**config.mk**
```make
export PLATFORM = sky130hd
export DESIGN_NAME = alu2_slice_sequencer_flat
export DESIGN_NICKNAME = d
export VERILOG_FILES = /design/src/rtl/alu2_slice_sequencer_if.sv /design/src/rtl/alu2_slice_sequencer.sv /design/src/flat_wrapper.sv
export SDC_FILE = /design/constraint.sdc
export NUM_CORES = 1
export LEC_CHECK = 0
export CORE_MARGIN = 5
export CORE_UTILIZATION = 43
export DETAILED_ROUTE_END_ITERATION = 12
export PLACE_DENSITY_LB_ADDON = 0.25
export SETUP_SLACK_MARGIN = 0.15
export SYNTH_ARGS = -nofsm -noshare
export SYNTH_HDL_FRONTEND = slang
export SYNTH_SLANG_ARGS = --single-unit
```
**constraint.sdc**
```tcl
create_clock -name clk -period 2.3 [get_ports clk]
set_input_delay 0.69 -clock clk [delete_from_list [all_inputs] [get_ports clk]]
set_output_delay 0.69 -clock clk [all_outputs]
set_load 0.03 [all_outputs]
```
**src/rtl/alu2_slice_sequencer_if.sv**
```systemverilog
// Handshake bundle between the issuers, the response consumer, the shared 4-bit ALU slice and the sequencer.
// No storage and no latency: it only groups wires.
// Backpressure is carried by the reqN_ready and rsp_ready signals inside the bundle.
//
// Ports / signals:
//   reqN_valid/ready/op/a/b/cin : two request channels (N = 0, 1)
//   rsp_valid/ready/id/result/cout/zero : response channel
//   slice_op/a/b/cin -> slice, slice_f/cout <- slice (combinational)
// Modports: slave = sequencer side, master = issuer/consumer/slice side.
interface alu2_slice_sequencer_if #(
    parameter int NIBBLES = 4
);
    localparam int W = 4 * NIBBLES;

    logic           req0_valid;
    logic           req0_ready;
    logic [1:0]     req0_op;
    logic [W-1:0]   req0_a;
    logic [W-1:0]   req0_b;
    logic           req0_cin;

    logic           req1_valid;
    logic           req1_ready;
    logic [1:0]     req1_op;
    logic [W-1:0]   req1_a;
    logic [W-1:0]   req1_b;
    logic           req1_cin;

    logic           rsp_valid;
    logic           rsp_ready;
    logic           rsp_id;
    logic [W-1:0]   rsp_result;
    logic           rsp_cout;
    logic           rsp_zero;

    logic [1:0]     slice_op;
    logic [3:0]     slice_a;
    logic [3:0]     slice_b;
    logic           slice_cin;
    logic [3:0]     slice_f;
    logic           slice_cout;

    modport slave (
        input  req0_valid, req0_op, req0_a, req0_b, req0_cin,
        input  req1_valid, req1_op, req1_a, req1_b, req1_cin,
        input  rsp_ready, slice_f, slice_cout,
        output req0_ready, req1_ready,
        output rsp_valid, rsp_id, rsp_result, rsp_cout, rsp_zero,
        output slice_op, slice_a, slice_b, slice_cin
    );

    modport master (
        output req0_valid, req0_op, req0_a, req0_b, req0_cin,
        output req1_valid, req1_op, req1_a, req1_b, req1_cin,
        output rsp_ready, slice_f, slice_cout,
        input  req0_ready, req1_ready,
        input  rsp_valid, rsp_id, rsp_result, rsp_cout, rsp_zero,
        input  slice_op, slice_a, slice_b, slice_cin
    );
endinterface

```
**src/rtl/alu2_slice_sequencer.sv**
```systemverilog
// Shares one combinational 4-bit ALU slice between two round-robin requesters, one nibble per cycle, LSB first.
// Latency: accept edge T, NIBBLES RUN cycles, response valid from cycle T+NIBBLES+1; issue interval NIBBLES+2.
// Backpressure: single outstanding op; both reqN_ready low while busy; result held until rsp_ready.
//
// Ports:
//   clk  : rising-edge clock
//   rst  : synchronous active-high reset (drops any in-flight operation)
//   bus  : alu2_slice_sequencer_if.slave (request, response and slice channels)
module alu2_slice_sequencer #(
    parameter int NIBBLES = 4
) (
    input  logic                  clk,
    input  logic                  rst,
    alu2_slice_sequencer_if.slave bus
);
    localparam int W  = 4 * NIBBLES;
    localparam int IW = (NIBBLES > 1) ? $clog2(NIBBLES) : 1;

    localparam logic [1:0] ST_IDLE = 2'd0;
    localparam logic [1:0] ST_RUN  = 2'd1;
    localparam logic [1:0] ST_DONE = 2'd2;

    logic [1:0]    state_q,  state_d;
    logic          rr_ptr_q, rr_ptr_d;
    logic          id_q,     id_d;
    logic [1:0]    op_q,     op_d;
    logic [W-1:0]  a_q,      a_d;
    logic [W-1:0]  b_q,      b_d;
    logic          carry_q,  carry_d;
    logic [IW-1:0] idx_q,    idx_d;
    logic [W-1:0]  result_q, result_d;

    logic          gnt0, gnt1;
    logic [3:0]    a_nib, b_nib;
    logic          last_nib;
    logic          in_run, in_done;

    assign in_run   = (state_q == ST_RUN);
    assign in_done  = (state_q == ST_DONE);
    assign last_nib = (idx_q == IW'(NIBBLES - 1));

    // Exactly one winner in IDLE; rr_ptr only matters when both are valid.
    always_comb begin
        gnt0 = 1'b0;
        gnt1 = 1'b0;
        if (state_q == ST_IDLE) begin
            gnt0 = bus.req0_valid & (~bus.req1_valid | ~rr_ptr_q);
            gnt1 = bus.req1_valid & (~bus.req0_valid |  rr_ptr_q);
        end
    end

    always_comb begin
        a_nib = '0;
        b_nib = '0;
        for (int n = 0; n < NIBBLES; n++) begin
            if (idx_q == IW'(n)) begin
                a_nib = a_q[4*n +: 4];
                b_nib = b_q[4*n +: 4];
            end
        end
    end

    always_comb begin
        state_d  = state_q;
        rr_ptr_d = rr_ptr_q;
        id_d     = id_q;
        op_d     = op_q;
        a_d      = a_q;
        b_d      = b_q;
        carry_d  = carry_q;
        idx_d    = idx_q;
        result_d = result_q;
        case (state_q)
            ST_IDLE: begin
                if (gnt0 | gnt1) begin
                    id_d     = gnt1;
                    op_d     = gnt1 ? bus.req1_op  : bus.req0_op;
                    a_d      = gnt1 ? bus.req1_a   : bus.req0_a;
                    b_d      = gnt1 ? bus.req1_b   : bus.req0_b;
                    carry_d  = gnt1 ? bus.req1_cin : bus.req0_cin;
                    idx_d    = '0;
                    result_d = '0;
                    state_d  = ST_RUN;
                end
            end
            ST_RUN: begin
                for (int n = 0; n < NIBBLES; n++) begin
                    if (idx_q == IW'(n)) begin
                        result_d[4*n +: 4] = bus.slice_f;
                    end
                end
                carry_d = bus.slice_cout;
                // Park idx at 0 after the top nibble so it never exceeds NIBBLES-1.
                if (last_nib) begin
                    idx_d   = '0;
                    state_d = ST_DONE;
                end else begin
                    idx_d = idx_q + 1'b1;
                end
            end
            ST_DONE: begin
                if (bus.rsp_ready) begin
                    rr_ptr_d = ~id_q;
                    state_d  = ST_IDLE;
                end
            end
            default: state_d = ST_IDLE;
        endcase
    end

    always_ff @(posedge clk) begin
        if (rst) begin
            state_q  <= ST_IDLE;
            rr_ptr_q <= 1'b0;
            id_q     <= 1'b0;
            op_q     <= 2'd0;
            a_q      <= '0;
            b_q      <= '0;
            carry_q  <= 1'b0;
            idx_q    <= '0;
            result_q <= '0;
        end else begin
            state_q  <= state_d;
            rr_ptr_q <= rr_ptr_d;
            id_q     <= id_d;
            op_q     <= op_d;
            a_q      <= a_d;
            b_q      <= b_d;
            carry_q  <= carry_d;
            idx_q    <= idx_d;
            result_q <= result_d;
        end
    end

    assign bus.req0_ready = gnt0;
    assign bus.req1_ready = gnt1;

    // Slice inputs are forced to zero outside RUN so the shared slice sees no stale operands.
    assign bus.slice_op   = in_run ? op_q    : 2'd0;
    assign bus.slice_a    = in_run ? a_nib   : 4'd0;
    assign bus.slice_b    = in_run ? b_nib   : 4'd0;
    assign bus.slice_cin  = in_run & carry_q;

    // Response fields are only meaningful in DONE; gating keeps them at 0 otherwise.
    assign bus.rsp_valid  = in_done;
    assign bus.rsp_id     = in_done & id_q;
    assign bus.rsp_result = in_done ? result_q : '0;
    assign bus.rsp_cout   = in_done & carry_q;
    assign bus.rsp_zero   = in_done & (result_q == '0);
endmodule
```
**src/flat_wrapper.sv**
```systemverilog
// flat-port wrapper written by rule: the top's interface ports become plain ports
module alu2_slice_sequencer_flat 
#(
    parameter int NIBBLES = 4
)
  (clk, rst, bus_req0_valid, bus_req0_op, bus_req0_a, bus_req0_b, bus_req0_cin, bus_req1_valid, bus_req1_op, bus_req1_a, bus_req1_b, bus_req1_cin, bus_rsp_ready, bus_slice_f, bus_slice_cout, bus_req0_ready, bus_req1_ready, bus_rsp_valid, bus_rsp_id, bus_rsp_result, bus_rsp_cout, bus_rsp_zero, bus_slice_op, bus_slice_a, bus_slice_b, bus_slice_cin);
  alu2_slice_sequencer_if #(.NIBBLES(NIBBLES)) bus_i ();
  input  logic clk;
  input  logic rst;
  input wire logic [$bits(bus_i.req0_valid)-1:0] bus_req0_valid;
  input wire logic [$bits(bus_i.req0_op)-1:0] bus_req0_op;
  input wire logic [$bits(bus_i.req0_a)-1:0] bus_req0_a;
  input wire logic [$bits(bus_i.req0_b)-1:0] bus_req0_b;
  input wire logic [$bits(bus_i.req0_cin)-1:0] bus_req0_cin;
  input wire logic [$bits(bus_i.req1_valid)-1:0] bus_req1_valid;
  input wire logic [$bits(bus_i.req1_op)-1:0] bus_req1_op;
  input wire logic [$bits(bus_i.req1_a)-1:0] bus_req1_a;
  input wire logic [$bits(bus_i.req1_b)-1:0] bus_req1_b;
  input wire logic [$bits(bus_i.req1_cin)-1:0] bus_req1_cin;
  input wire logic [$bits(bus_i.rsp_ready)-1:0] bus_rsp_ready;
  input wire logic [$bits(bus_i.slice_f)-1:0] bus_slice_f;
  input wire logic [$bits(bus_i.slice_cout)-1:0] bus_slice_cout;
  output wire logic [$bits(bus_i.req0_ready)-1:0] bus_req0_ready;
  output wire logic [$bits(bus_i.req1_ready)-1:0] bus_req1_ready;
  output wire logic [$bits(bus_i.rsp_valid)-1:0] bus_rsp_valid;
  output wire logic [$bits(bus_i.rsp_id)-1:0] bus_rsp_id;
  output wire logic [$bits(bus_i.rsp_result)-1:0] bus_rsp_result;
  output wire logic [$bits(bus_i.rsp_cout)-1:0] bus_rsp_cout;
  output wire logic [$bits(bus_i.rsp_zero)-1:0] bus_rsp_zero;
  output wire logic [$bits(bus_i.slice_op)-1:0] bus_slice_op;
  output wire logic [$bits(bus_i.slice_a)-1:0] bus_slice_a;
  output wire logic [$bits(bus_i.slice_b)-1:0] bus_slice_b;
  output wire logic [$bits(bus_i.slice_cin)-1:0] bus_slice_cin;
  assign bus_i.req0_valid = bus_req0_valid;
  assign bus_i.req0_op = bus_req0_op;
  assign bus_i.req0_a = bus_req0_a;
  assign bus_i.req0_b = bus_req0_b;
  assign bus_i.req0_cin = bus_req0_cin;
  assign bus_i.req1_valid = bus_req1_valid;
  assign bus_i.req1_op = bus_req1_op;
  assign bus_i.req1_a = bus_req1_a;
  assign bus_i.req1_b = bus_req1_b;
  assign bus_i.req1_cin = bus_req1_cin;
  assign bus_i.rsp_ready = bus_rsp_ready;
  assign bus_i.slice_f = bus_slice_f;
  assign bus_i.slice_cout = bus_slice_cout;
  assign bus_req0_ready = bus_i.req0_ready;
  assign bus_req1_ready = bus_i.req1_ready;
  assign bus_rsp_valid = bus_i.rsp_valid;
  assign bus_rsp_id = bus_i.rsp_id;
  assign bus_rsp_result = bus_i.rsp_result;
  assign bus_rsp_cout = bus_i.rsp_cout;
  assign bus_rsp_zero = bus_i.rsp_zero;
  assign bus_slice_op = bus_i.slice_op;
  assign bus_slice_a = bus_i.slice_a;
  assign bus_slice_b = bus_i.slice_b;
  assign bus_slice_cin = bus_i.slice_cin;
  alu2_slice_sequencer #(.NIBBLES(NIBBLES)) u_core (.clk(clk), .rst(rst), .bus(bus_i));
endmodule
```
== After elaboration in Yosys (flattened, before gate mapping) ==
Index checks and enable logic that the tools add are counted.
Word-level totals
  register bits: 57
  input bits: 80
  output and inout bits: 33
  word-level logic and storage cells: 82
Cells by class
  add/subtract/negate cells: 1
  equality and inequality tests: 11
  muxes and demuxes: 33
  bitwise gates (word level): 13
  reduce and logical (&&, ||, !) cells: 12
Operator list (count)
  two-way mux 16 bit: 4
  two-way mux 4 bit: 14
  case mux 16 bit (2 select lines): 1
  logical NOT 16 bit: 1
  AND reduction 3 bit: 5
  two-way mux 2 bit: 7
  inequality test 2 bit, second input constant: 5
  bitwise AND 1 bit: 6
  == test 2 bit, second input constant: 3
  case mux 2 bit (3 select lines): 1
  AND reduction 2 bit: 3
  == test 2 x 1 -> 1 bit, second input constant: 2
  logical NOT 2 bit: 2
  two-way mux 1 bit: 4
  inverter 1 bit: 4
  case mux 2 bit (2 select lines): 1
  bitwise OR 1 bit: 3
  adder 2 x 1 -> 2 bit, second input constant: 1
  inequality test 2 x 1 -> 1 bit, second input constant: 1
  case mux 1 bit (2 select lines): 1
  nonzero test 2 bit: 1

== Logic depth before layout (Yosys ltp) ==
Gate-level depths: netlist of the first run.
  depth in word-level cells: 7
  gate-level depth with buffers: 7
  gate-level depth less buffers: 5

== Least setup slack after synthesis of the first run ==
OpenSTA, ideal clock, no wires.
  path kind: input port to output port
  start: in bus_req1_valid
  end: out bus_req0_ready
  data arrival time: 1848 ps
  required time: 1610 ps
  setup slack: -238 ps
  stages: 3
  path buffers: 2
  cell sequence: buf_2 -> buf_1 -> a211oi_1
Between the ends
  longest elaborated chain between the ends: 4
Ends and longest elaborated chain
  start, declared: line flat_wrapper.sv:15  | input wire logic [$bits(bus_i.req1_valid)-1:0] bus_req1_valid;
  inverter 1 bit: line alu2_slice_sequencer.sv:47  | gnt0 = bus.req0_valid & (~bus.req1_valid | ~rr_ptr_q);
  bitwise OR 1 bit: line alu2_slice_sequencer.sv:47
  bitwise AND 1 bit: line alu2_slice_sequencer.sv:47
  two-way mux 1 bit: line alu2_slice_sequencer.sv:46  | if (state_q == ST_IDLE) begin
  end, declared: line flat_wrapper.sv:23  | output wire logic [$bits(bus_i.req0_ready)-1:0] bus_req0_ready;
Every way passes these cells.

== Worst setup path after layout of the first run ==
  start: reg u_core.idx_q[0]
  end: out bus_slice_b[0]
Between the ends
  longest elaborated chain between the ends: 6
  elaborated cells between the ends (all ways): 9
  those cells by class: 3 x eq/ne; 5 x mux; 1 x reduce/logical
Ends and longest elaborated chain
  start, declared: line alu2_slice_sequencer.sv:30  | logic [IW-1:0] idx_q, idx_d;
  start signal, assigned: line alu2_slice_sequencer.sv:130  | idx_q <= idx_d;
  logical NOT 2 bit: line alu2_slice_sequencer.sv:56  | if (idx_q == IW'(n)) begin
  two-way mux 4 bit (3 in a row): line alu2_slice_sequencer.sv:56
  two-way mux 4 bit *: line alu2_slice_sequencer.sv:56
  two-way mux 4 bit *: line alu2_slice_sequencer.sv:141  | assign bus.slice_b = in_run ? b_nib : 4'd0;
  end, declared: line flat_wrapper.sv:32  | output wire logic [$bits(bus_i.slice_b)-1:0] bus_slice_b;
Every way passes the cells marked *; elsewhere a longest branch is shown, timed or not.

==> impl_metrics.env, run 1 <==
export IMPL_cts_buffers=9
export IMPL_worstPathRequired_ns=1.61
export IMPL_overflow=0
export IMPL_synthDistinctLibCells=37
export IMPL_avgRoutedWirePerCell_um=17.2
export IMPL_worstSetupStartpointType="register"
export IMPL_rr_startpoint="u_core.state_q[0]"
export IMPL_syn_nets=476
export IMPL_antenna_found_initial=0
export IMPL_finalSetupViolCount=8
export IMPL_grt_usage_pct=22.9
export IMPL_final_cell_count_no_fill=615
export IMPL_dp_hpwl_um=7600
export IMPL_syn_inst=392
export IMPL_maxCapViolCount=0
export IMPL_clockRootBuffer="clkbuf_8"
export IMPL_fmax_ghz=0.396
export IMPL_cts_max_level=3
export IMPL_layout_drive_gt1_share_pct=23.1
export IMPL_io_pin_count=113
export IMPL_powerDensity_nw_per_um2=602
export IMPL_wl_um=10600
export IMPL_ys_seq_area_share_pct=36.1
export IMPL_chipHeight_um=95.7
export IMPL_setup_ws_ns=-0.226
export IMPL_cp_max_fo=10
export IMPL_startpoint="u_core.idx_q[0]"
export IMPL_synth_edf_count=0
export IMPL_clock_latency_ns=0.33
export IMPL_relSlewSlack_pct=56.0
export IMPL_first_pass_iters=5
export IMPL_drcViolationCount=0
export IMPL_avgSynthCellArea_um2=8.06
export IMPL_synth_main_ff_cell="dfxtp_1"
export IMPL_clock_sinks=57
export IMPL_nNetsFinal=595
export IMPL_total_leakage_power_nw=1.81
export IMPL_cts_hold_fix_buffers=0
export IMPL_cp_end_kind="primary output"
export IMPL_yosys_warnings=0
export IMPL_grt_pass1_wl_um=16500
export IMPL_vias=3624
export IMPL_synthesis_area_um2=3160
export IMPL_start_util_pct=43.8
export IMPL_rsz0062_at_grt="true"
export IMPL_setup_tns_final_ns=-1.73
export IMPL_hold_path_class="register to register"
export IMPL_clk_pin_slew_ns=0.07
export IMPL_cts_max_path_buffers=2
export IMPL_die_area_um2=9160
export IMPL_finalPower_w=0.00300
export IMPL_status="finished, violations left"
export IMPL_ys_top_cells_by_area="dfxtp_1 (36%), a311oi_1 (9.7%), a21oi_1 (8.6%), nand4_1 (6.9%), o2bb2ai_1 (4.4%)"
export IMPL_finClkSkew_ns=0.00874
export IMPL_dp_slack_ns=-0.166
export IMPL_arrival_ns=1.84
export IMPL_port_buffers=112
export IMPL_dieWidth_um=95.7
export IMPL_violations="negative setup slack"
export IMPL_min_delay_start="u_core.id_q"
export IMPL_finalHoldViolCount=0
export IMPL_peakVddDrop_v=0.000374
export IMPL_synth_top_area_share_pct=36.1
export IMPL_fin_crit_sh_pct=110
export IMPL_drt_iter0_drc=208
export IMPL_drv_slew=0
export IMPL_areaGrowthSynthToFinish_pct=57.6
export IMPL_vias_per_cell=5.89
export IMPL_yosys_area_top_type="dfxtp_1"
export IMPL_synth_seq_cells=57
export IMPL_place_inst=590
export IMPL_ant_nets=0
export IMPL_worst_pin_slew_ns=0.661
export IMPL_cts_tree="done"
export IMPL_routabilityCongestion=0.889
export IMPL_period_needed_ns=2.53
export IMPL_grt_max_degree=71
export IMPL_core_um2=7210
export IMPL_n_antenna_cell=0
export IMPL_worstSetupPathType="register to primary output"
export IMPL_synthArstFlopShare_pct=0
export IMPL_fp_row_count=31
export IMPL_first_global_vias=3515
[Yosys cell counts, types with 4 or more instances]
master	instances
ha_1	4
buf_1	6
a31oi_1	5
a221o_1	8
o2bb2ai_1	16
nand2_1	18
buf_2	21
o21ai_1	20
nand4_1	35
and2_1	21
dfxtp_1	57
nor2_1	5
nand3b_1	8
inv_1	14
nor4_1	5
nand2b_1	6
a21oi_1	54
a311oi_1	35
o21ai_0	16
clkbuf_1	16
[stage by stage]
| stage | utilization (%) | area, um2 | hold WS [ns] |
|---|---|---|---|
| detailed placement | 62.5 | 4510 | 0.460 |
| global placement | 62.5 | 4510 | 0.451 |
| floorplan | - | 3300 | 0.433 |
| global route | 69.0 | 4980 | 0.506 |
| finish | 69.0 | 4980 | 0.467 |
| CTS | 67.5 | 4870 | 0.469 |
[cell usage in the layout, fill, tap and decap left out, drive strengths merged, types with 3 or more instances in the layout]
master         instances
a21oi                 54
a221o                  8
a311oi                35
a31oi                  5
and2                  21
buf                   74
bufinv                 3
clkbuf                12
clkdlybuf4s50         77
dfxtp                 57
ha                     4
inv                   14
nand2                 18
nand2b                 6
nand3b                 8
nand4                 35
nor2                   7
nor2b                  3
nor4                   5
o21ai                 36
o2bb2ai               16
[path summary, 6_finish.rpt]
path                     end  slack [ns]  cells after the start
max           bus_slice_b[0]       -0.23                      6
min          u_core.rr_ptr_q        0.47                      1
max reg2reg    u_core.b_q[0]        0.59                      5
min reg2reg  u_core.rr_ptr_q        0.47                      1
[report_power, final]
| part | internal [W] | total [W] | switching, W |
|---|---|---|---|
| sequential | 0.00106 | 0.00112 | 0.0000547 |
| clock | 0.000748 | 0.00115 | 0.000403 |
| combinational | 0.000363 | 0.000729 | 0.000367 |
[per-layer routing]
metal	routed length, um	track usage, %	vias up
li1	-	-	1732
met5	0	0	-
met3	645	5.16	26
met4	267	9.83	0
met1	4180	27.4	1720
met2	5460	39.4	146
[worst max-delay path, cell delays in order, from the launching register on]
cell	delay (ns)
dfxtp_4	0.36
buf_6	0.12
ha_4	0.18
nand3b_1	0.17
a221o_1	0.37
a21oi_4	0.15
buf_6	0.15
[area by class of cell]
type / instances / area [um2]
fillers: 573 / 2230
multi-input cells: 276 / 1950
repair buffers: 153 / 1450
flip-flops and latches: 57 / 1150
clock buffers: 11 / 141
well taps: 99 / 124
clock inverters: 5 / 103
inverters: 14 / 57.6
[state kept, by name, summed over array words and instances (netlist names), 2 cells and up]
name,count
u_core.b_q,16
u_core.state_q,2
u_core.idx_q,2
u_core.op_q,2
u_core.a_q,16
u_core.result_q,16
[timing repair]
action                                  CTS  global route
pin swaps                                15             3
endpoints found under the setup margin   33            32
gates resized for setup                  30            20
buffers inserted                          2             5
cloned                                    1             1
[cell families (layout without fill, tap and decap cells)]
group | Yosys count | after routing | share of synthesized area [%]
AOI/OAI and AO/OA | 159 | 159 | 33.2
and+or+nand+nor | 113 | 113 | 21.1
buffers and inverters | 59 | 183 | 8.00
DFF | 57 | 57 | 36.1
adders and majority gates | 4 | 4 | 1.58
No activity file was read; power rests on OpenSTA's default activity.
==> run 2, diff against run 1 <==
--- a/config.mk
+++ b/config.mk
@@ -6,7 +6,7 @@
 export NUM_CORES = 1
 export LEC_CHECK = 0
 export CORE_MARGIN = 5
-export CORE_UTILIZATION = 43
+export CORE_UTILIZATION = 30
 export DETAILED_ROUTE_END_ITERATION = 12
 export PLACE_DENSITY_LB_ADDON = 0.25
 export SETUP_SLACK_MARGIN = 0.15
==> run 2 against run 1 <==
Net effect:
- the run still ends with negative setup slack left
- total power decreased by 8.1%
- cell area unchanged
- via count decreased by 3.6%
- sequential share of layout area unchanged
- largest cell class unchanged
- largest power group is now registers
==> impl_metrics.env, run 2 (synthesized netlist as in run 1, its figures left out) <==
export IMPL_status="finished, violations left"
export IMPL_violations="negative setup slack"
export IMPL_period_needed_ns=2.51
export IMPL_power_frac_seq_pct=40.5
export IMPL_start_util_pct=30.6
export IMPL_routabilityCongestion=0.801
export IMPL_io_pin_count=113
export IMPL_finalHoldViolCount=0
export IMPL_worstSetupPathType="register to primary output"
export IMPL_ant_nets=0
export IMPL_clk_pin_slew_ns=0.06
export IMPL_arrival_ns=1.82
export IMPL_vias=3494
export IMPL_cts_buffers=9
export IMPL_grt_usage_pct=17.2
export IMPL_peakVddDrop_v=0.000238
export IMPL_dieWidth_um=113
export IMPL_powerDensity_nw_per_um2=554
export IMPL_reg_largest_list="u_core.a_q x16, u_core.b_q x16, u_core.result_q x16"
export IMPL_maxCapViolCount=0
export IMPL_drv_slew=0
export IMPL_overflow=0
export IMPL_fmax_ghz=0.398
export IMPL_clockRootBuffer="clkbuf_8"
export IMPL_nNetsFinal=592
export IMPL_place_inst=623
export IMPL_fp_row_count=37
export IMPL_cellInternalPower_w=0.00194
export IMPL_startpoint="u_core.idx_q[1]"
export IMPL_final_cell_count_no_fill=649
export IMPL_drcViolationCount=0
export IMPL_setup_tns_final_ns=-1.57
export IMPL_worstSetupStartpointType="register"
export IMPL_cp_end_kind="primary output"
export IMPL_clkPwrFrac_pct=32.7
export IMPL_swShare_pct=29.6
export IMPL_p_sw_w=0.000816
export IMPL_hold_path_class="register to register"
export IMPL_areaGrowthSynthToFinish_pct=57.6
export IMPL_n_antenna_cell=0
export IMPL_fin_crit_sh_pct=109
export IMPL_worst_pin_slew_ns=0.426
export IMPL_clock_sinks=57
export IMPL_wl_um=11000
export IMPL_rr_startpoint="u_core.state_q[0]"
export IMPL_layout_drive_gt1_share_pct=22.6
export IMPL_first_pass_iters=4
export IMPL_cts_max_path_buffers=2
export IMPL_drt_iter0_drc=223
export IMPL_finClkSkew_ns=0.00871
export IMPL_chipHeight_um=113
export IMPL_clock_latency_ns=0.33
export IMPL_antenna_found_initial=0
export IMPL_cts_max_level=3
export IMPL_finalSetupViolCount=8
export IMPL_setup_ws_ns=-0.209
export IMPL_final_cell_mix="clkdlybuf4s50_1 (76), dfxtp_1 (53), buf_4 (49)"
export IMPL_cp_max_fo=18
export IMPL_min_delay_start="u_core.id_q"
export IMPL_grt_max_degree=45
export IMPL_port_buffers=112
export IMPL_grt_pass1_wl_um=18000
export IMPL_relSlewSlack_pct=71.6
export IMPL_p_comb_share_pct=26.9
export IMPL_vias_per_cell=5.38
export IMPL_dp_slack_ns=-0.172
export IMPL_dp_hpwl_um=7900
export IMPL_avgRoutedWirePerCell_um=16.9
export IMPL_first_global_vias=3579
export IMPL_die_area_um2=12700
export IMPL_worstPathRequired_ns=1.61
export IMPL_core_um2=10300
export IMPL_cts_tree="done"
export IMPL_finalPower_w=0.00276
export IMPL_final_common_cell="clkdlybuf4s50_1"
export IMPL_rsz0062_at_grt="true"
export IMPL_total_leakage_power_nw=1.79
-- run 2: metrics by stage --
| step | hold WS, ns | utilization [%] | area (um2) |
|---|---|---|---|
| 2_1_floorplan | 0.433 | - | 3300 |
| 3_3_place_gp | 0.448 | 44.6 | 4610 |
| 3_5_place_dp | 0.470 | 44.6 | 4610 |
| 4_1_cts | 0.473 | 47.8 | 4940 |
| 5_1_grt | 0.504 | 48.2 | 4980 |
| 6_report | 0.474 | 48.2 | 4980 |
-- run 2: power groups by stage --
stage | sequential [W] | combinational, W | clock, W
after global routing | 0.00112 | 0.000808 | 0.000972
after detailed placement | 0.00114 | 0.000714 | 0
final | 0.00112 | 0.000740 | 0.000900
after floorplan | 0.00112 | 0.000411 | 0
after CTS | 0.00112 | 0.000739 | 0.000923
after global placement | 0.00114 | 0.000707 | 0
-- run 2: critical path: stages, from the launching register on --
cell and delay (ns):
dfxtp_4 0.35, buf_4 0.15, ha_4 0.16, buf_12 0.14, a221o_1 0.37, a21oi_4 0.18
buf_12 0.14
-- run 2: final timing paths --
kind              slack [ns]              end  depth (start not counted)
setup / recovery       -0.21   bus_slice_b[0]                          6
hold / removal          0.47  u_core.rr_ptr_q                          1
setup reg to reg        0.56   u_core.b_q[11]                          6
hold reg to reg         0.47  u_core.rr_ptr_q                          1
-- run 2: layout make-up --
type | instances | area, um2
clock buffer | 14 | 183
clock inverter | 2 | 10.0
fill | 992 | 5340
inverter | 14 | 57.6
multi-input combinational | 276 | 1930
sequential | 57 | 1150
tap | 136 | 170
timing repair buffer | 150 | 1470
-- run 2: timing repair --
action	CTS	global route
setup buffers	5	3
setup endpoints to repair	33	26
pin swaps	17	5
hold buffers	0	0
resized for setup	33	7
gates cloned	1	1
-- run 2: routing by layer --
metal | part of all wire, % | up-vias | GRT usage [%] | wire length, um
li1 | - | 1738 | - | -
met1 | 43 | 1627 | 21.9 | 4730
met2 | 49 | 120 | 29.1 | 5400
met3 | 6.9 | 9 | 4.10 | 763
met4 | 0.89 | 0 | 4.73 | 98
met5 | 0 | - | 0 | 0
